`config.mk`:
```
export PLATFORM = sky130hd
export DESIGN_NAME = toggle_event_counter
export DESIGN_NICKNAME = d
export VERILOG_FILES = /design/src/rtl/toggle_event_counter.sv
export SDC_FILE = /design/constraint.sdc
export NUM_CORES = 1
export LEC_CHECK = 0
export BUFFER_PORTS_ARGS = -buffer_cell sky130_fd_sc_hd__buf_2
export CORE_ASPECT_RATIO = 1.25
export CORE_MARGIN = 2
export CORE_UTILIZATION = 36
export DETAILED_ROUTE_END_ITERATION = 8
export SLEW_MARGIN = 20
export SYNTH_ARGS = -nofsm -noshare
export SYNTH_HDL_FRONTEND = slang
export SYNTH_SLANG_ARGS = --single-unit
export TNS_END_PERCENT = 10
```
`constraint.sdc`:
```
create_clock -name clk -period 2.4 [get_ports clk]
set_clock_uncertainty 0.2 [all_clocks]
set_input_delay 0.48 -clock clk [delete_from_list [all_inputs] [get_ports clk]]
set_output_delay 0.48 -clock clk [all_outputs]
set_load 0.02 [all_outputs]
```
`src/rtl/toggle_event_counter.sv`:
```
// Counts toggles of an asynchronous latch output: synchronises q_in, emits rise/fall
// pulses, and keeps a saturating or wrapping count with a sticky overflow and a snapshot port.
module toggle_event_counter #(
    parameter int unsigned CNT_W       = 8,
    parameter bit          SAT         = 1'b1,
    parameter int unsigned SYNC_STAGES = 2
) (
    input  logic             clk,
    input  logic             rst_n,
    input  logic             q_in,
    input  logic             en,
    input  logic             clr,
    output logic             rise_pulse,
    output logic             fall_pulse,
    output logic [CNT_W-1:0] cnt,
    output logic             ovf,
    input  logic             snap_req,
    output logic             snap_valid,
    input  logic             snap_ready,
    output logic [CNT_W-1:0] snap_cnt
);

    typedef enum logic {
        IDLE = 1'b0,
        HOLD = 1'b1
    } state_e;

    logic [SYNC_STAGES-1:0] sync_q;
    logic                   q_prev_q;
    logic                   rise_q;
    logic                   fall_q;
    logic [CNT_W-1:0]       cnt_q, cnt_d;
    logic                   ovf_q, ovf_d;
    logic [CNT_W-1:0]       snap_q, snap_d;
    state_e                 state_q, state_d;
    logic                   q_s;
    logic                   edge_det;

    assign q_s      = sync_q[SYNC_STAGES-1];
    assign edge_det = q_s ^ q_prev_q;

    always_ff @(posedge clk or negedge rst_n) begin
        if (!rst_n) begin
            sync_q   <= '0;
            q_prev_q <= 1'b0;
            rise_q   <= 1'b0;
            fall_q   <= 1'b0;
            cnt_q    <= '0;
            ovf_q    <= 1'b0;
            snap_q   <= '0;
            state_q  <= IDLE;
        end else begin
            sync_q   <= {sync_q[SYNC_STAGES-2:0], q_in};
            q_prev_q <= q_s;
            rise_q   <= q_s & ~q_prev_q;
            fall_q   <= ~q_s & q_prev_q;
            cnt_q    <= cnt_d;
            ovf_q    <= ovf_d;
            snap_q   <= snap_d;
            state_q  <= state_d;
        end
    end

    // Counts on the same edge that registers the pulse; clear wins over a coincident edge.
    always_comb begin
        cnt_d = cnt_q;
        ovf_d = ovf_q;
        if (clr) begin
            cnt_d = '0;
            ovf_d = 1'b0;
        end else if (edge_det && en) begin
            if (cnt_q == '1) begin
                ovf_d = 1'b1;
                cnt_d = SAT ? cnt_q : '0;
            end else begin
                cnt_d = cnt_q + CNT_W'(1);
            end
        end
    end

    always_comb begin
        state_d    = state_q;
        snap_d     = snap_q;
        snap_valid = 1'b0;
        case (state_q)
            IDLE: begin
                if (snap_req) begin
                    snap_d  = cnt_q;
                    state_d = HOLD;
                end
            end
            HOLD: begin
                snap_valid = 1'b1;
                if (snap_ready) begin
                    state_d = IDLE;
                end
            end
            default: state_d = IDLE;
        endcase
    end

    assign rise_pulse = rise_q;
    assign fall_pulse = fall_q;
    assign cnt        = cnt_q;
    assign ovf        = ovf_q;
    assign snap_cnt   = snap_q;

endmodule
```
; Yosys cells after proc, flatten, opt, wreduce, memory -nomap -nowiden
; Cells that the tools add are included.
[word_totals]
ram_bits = 0
memories = 0
reg_bits = 23
rom_bits = 0
inputBits = 7
latch_bits = 0
elab_cells = 33
output_inout_bits = 20
[op_classes]
n_eq_ne = 2
n_shift = 0
n_reduce_logical = 6
n_lt_le_gt_ge = 0
add_sub_neg = 1
div = 0
n_bitwise = 6
mux = 10
n_mul = 0
[ops]
columns = cell, count
row1 = 8-bit 2-to-1 mux, 3
row2 = 8-bit by 1-bit adder with 8-bit output (second input constant), 1
row3 = 8-bit equality test (second input constant), 1
row4 = 1-bit 2-to-1 mux, 6
row5 = 2-bit AND reduction, 3
row6 = 2-bit nonzero test, 2
row7 = 1-bit NOT, 3
row8 = 1-bit AND, 2
row9 = 2-bit != test (second input constant), 1
row10 = 1-bit one-hot mux with 2 select lines, 1
row11 = 1-bit logical AND, 1
row12 = 1-bit bitwise XOR, 1

; Logic depth before layout (Yosys ltp)
[depth]
word_depth = 4
depth_mapped = 5
ltp_nobuf = 5

; Worst setup path before layout
; No wires, ideal clock.
[synth_path]
path_type = register to register
startpoint = reg cnt_q[0], in the netlist cnt[0]
endpoint = reg cnt_q[0], in the netlist cnt[0]
path_slack_ns = 0.568
path_stages_with_launch = 6
arrival_ns = 1.506
t_required_ns = 2.075
setup_ns = 0.125
path_buffers = 1
period_less_slack_ns = 1.832
path_cell_list = dfrtp_1 > ha_1 > and3_1 > buf_6 > a21boi_2 > mux2_4
[synth_via]
elab_chain_cells = 4
word_cells_on_any_way = 7
cone_classes = add/sub (1) / eq/ne (2) / mux (3) / reduce/logical (1)
[synth_rtl]
columns = element, line_no
row1 = "start, declared", 32  ; logic [CNT_W-1:0] cnt_q, cnt_d;
row2 = "start signal, assigned", 57  ; cnt_q <= cnt_d;
row3 = 8-bit by 1-bit adder with 8-bit output, 76  ; cnt_d = cnt_q + CNT_W'(1);
row4 = 8-bit 2-to-1 mux, 72  ; if (cnt_q == '1) begin
row5 = 8-bit 2-to-1 mux, 71  ; end else if (edge_det && en) begin
row6 = 8-bit 2-to-1 mux, 68  ; if (clr) begin
; Parallel ways exist; a longest one is shown, timed or not. The select of a mux whose other input is x is not followed.
; A chain may end at the register's enable or synchronous reset.

; Worst setup path after layout
[layout_path]
startpoint = reg sync_q[1]
endpoint = reg cnt_q[0], in the netlist cnt[0]
[layout_via]
elab_chain_cells = 4
[layout_rtl]
columns = element, line_no
row1 = "start, declared", 28  ; logic [SYNC_STAGES-1:0] sync_q;
row2 = "start signal, assigned", 53  ; sync_q <= {sync_q[SYNC_STAGES-2:0], q_in};
row3 = 1-bit bitwise XOR, 40  ; assign edge_det = q_s ^ q_prev_q;
row4 = 1-bit logical AND, 71
row5 = 2-bit nonzero test (no line), --
row6 = 2-bit AND reduction (no line), --
; Every way passes these cells.

==> metrics.cfg <==
[sta]
rsz0062_at_grt=no
layout_setup_ws_ns=0.529
period_share_pct=77.9
worst_slew_pin_slew_ns=0.503
timing.fmax_ghz=0.535
relSlewSlack_pct=66.5
hold_viol_final=0
finalSetupTns_ns=0
finalCriticalPeriod_ns=1.87
maxSlewViolCount=0
setup_violations=0

[critical_path]
r2r_cells=5
required_ns=2.43
max_stage_delay_ns=0.39
r2r-start=sync_q[1]$_DFF_PN0_
r2r_slack_ns=0.53
cp.arrival_ns=1.90
cp-end-kind=flip-flop
crit_chain=inv_1 -> ha_1 -> and2b_2 -> a21boi_2 -> mux2_4
crit_type=flip-flop to flip-flop
crit_fanout=6
cp-start-kind=flip-flop
cpMaxStageDelayCell=dfrtp_1
timing.rr.end=cnt[0]$_DFFE_PN0P_

[global_route]
overflow=0
antenna_found_initial=0
grt_start_max_net_pins=24
grt_pass1_vias=687
grt_pass1_wl_um=3150
track_usage_pct=13.0

[placement]
dpl.cell_count=136
dp_hpwl_um=1340
place_ws_ns=0.538
io_buffers=26
gp_congestion=0.708

[flow_run]
drv_cap=0

[synth]
syn-instance-count=79
syn_nets=89
synth.ff_latch_count=23
synthAdderAreaFrac_pct=3.69
synth_edf_count=0
ys_types=30
synth_top_area_cell=dfrtp_1
synth_warnings=0
syn-cell-area_um2=1020
synth_top_family_by_area=simple AND/OR/NAND/NOR gates
synth_xor_area_share_pct=0
synth-async-reset-ratio_pct=100
netlist.area_leader.share_pct=56.6
synth_area_leaders=dfrtp_1, mux2_2, ha_1, mux2_4, a21oi_1
synth-main-ff-cell=dfrtp_1
synth_compound_area_share_pct=9.35
synth.avg_cell_area_um2=12.9
synth_common_cells=dfrtp_1, mux2_2, a21oi_1, inv_1
ys_seq_area_share_pct=56.6
synth-simple-area-share_pct=14.4
yosysMostFrequentCell=dfrtp_1
synthMuxAreaShare_pct=11.7

[clocking]
insertion_delay_ns=0.32
clockRootBuffer=clkbuf_4
postCtsSetupBuffers=0
ctsResizeCount=0
numCtsBuffers=3
path_clk_slew_ns=0.13
cts_sinks=23
clock_path_buffers=2
cts_tree=built
h-tree-depth=1

[layout]
drive_gt1_share_pct=42.1
n_antenna_cell=0
areaGrowthSynthToFinish_pct=18.1
instances_no_fill=141
final_util_pct=44.8
final_nets=118

[floorplanning]
core_um2=2680
ios=27
die_h_um=63.4
std_cell_rows=21
fp.dieW_um=51.5
die_area_um2=3270
start_util_pct=38.0

[pwr]
powerDensity_nw_per_um2=563
ir_worst_vdd_mv=0.235
p_leak_uw=0.000641
power_uw=676

[routing]
drc=0
route.vias.total=714
wire_per_inst_um=13.1
wl_um=1850
initialDrtViolationCount=14
vias_per_cell=5.06
drtPass1Iterations=4
antenna_left=0

[min_path]
min_delay_worst_endpoint=sync_q[0]$_DFF_PN0_
min_path_type=primary input to flip-flop
hold_start=q_in
whs_path_depth=1

[outcome]
outcome=finished, final reports clean

[kinds of logic (layout without fill, tap and decap cells)]
kind of cell    count (synthesis)  after routing
flops                          23             23
simple gates                   22             22
compound gates                 14             14
mux                            10             10
buf+inv                         7             35
fa+ha+maj                       3              3
[through the flow]
stage	hold slack, ns	instance area, um^2
floorplan	-0.0156	1020
global placement	0.137	1160
detailed placement	0.135	1160
CTS	0.0499	1200
global route	0.0239	1200
finish	0.0495	1200
[registers in the layout (all words and copies together) (netlist names)]
name,cells
ovf,1
cnt,8
snap_cnt,8
sync_q,2
state_q,1
q_prev_q,1
rise_pulse,1
fall_pulse,1
[how the worst max path moves through the flow]
stage	start	to
after floorplan	cnt[0]$_DFFE_PN0P_	cnt[0]$_DFFE_PN0P_
after global placement	sync_q[1]$_DFF_PN0_	cnt[0]$_DFFE_PN0P_
after detailed placement	sync_q[1]$_DFF_PN0_	cnt[0]$_DFFE_PN0P_
after CTS	sync_q[1]$_DFF_PN0_	cnt[0]$_DFFE_PN0P_
after global routing	sync_q[1]$_DFF_PN0_	cnt[0]$_DFFE_PN0P_
final	sync_q[1]$_DFF_PN0_	cnt[0]$_DFFE_PN0P_
[final cells by class]
class	instances	area, um^2
sequential	23	576
tap	34	42.5
clock buffer	3	22.5
timing repair buffer	27	140
fill	276	1480
inverter	4	15.0
multi-input combinational	49	398
clock inverter	1	7.51
[repair_timing]
item / CTS / global route
hold buffers: 1 / 0
endpoints found under the setup margin: 0 / 0
endpoints found under the hold margin: 23 / 0
[routing by layer]
layer / track usage (%) / up-vias / wire length, um
met3: 1.42 / 5 / 55
met5: 0 / - / 0
met4: 8.88 / 0 / 55
met2: 20.2 / 15 / 925
met1: 16.5 / 355 / 817
li1: - / 339 / -
[critical path, delay by kind of cell, from the launching register on]
kind	cells	cell delay, ns
compound gates	1	0.23
simple gates	1	0.28
buf+inv	1	0.05
mux	1	0.31
flops	1	0.39
fa+ha+maj	1	0.31
[power by group]
part,internal [uW],leakage (uW),switching [uW]
clock,63.9,0.0000139,124
combinational,31.9,0.000318,46.4
sequential,401,0.000309,8.87
[cell usage in the layout (no fill, tap or decap)]
master and instances:
a211oi_1 1, a21boi_2 1, a21oi_1 5, a311oi_1 2
a31oi_1 1, a41oi_1 2, and2_2 1, and2b_1 1
and2b_2 1, and3_1 2, and3_2 1, and4_2 1
and4b_1 2, buf_2 26, clkbuf_4 3, clkinvlp_4 1
dfrtp_1 23, dlygate4sd3_1 1, ha_1 3, inv_1 4
mux2_2 7, mux2_4 2, mux2i_1 1, nand2_1 2
nand2b_1 3, nand3_2 1, nand4b_1 1, nor2_1 3
nor2b_1 1, nor3_1 2, o21ai_0 2
(Power assumes the default switching activity.)
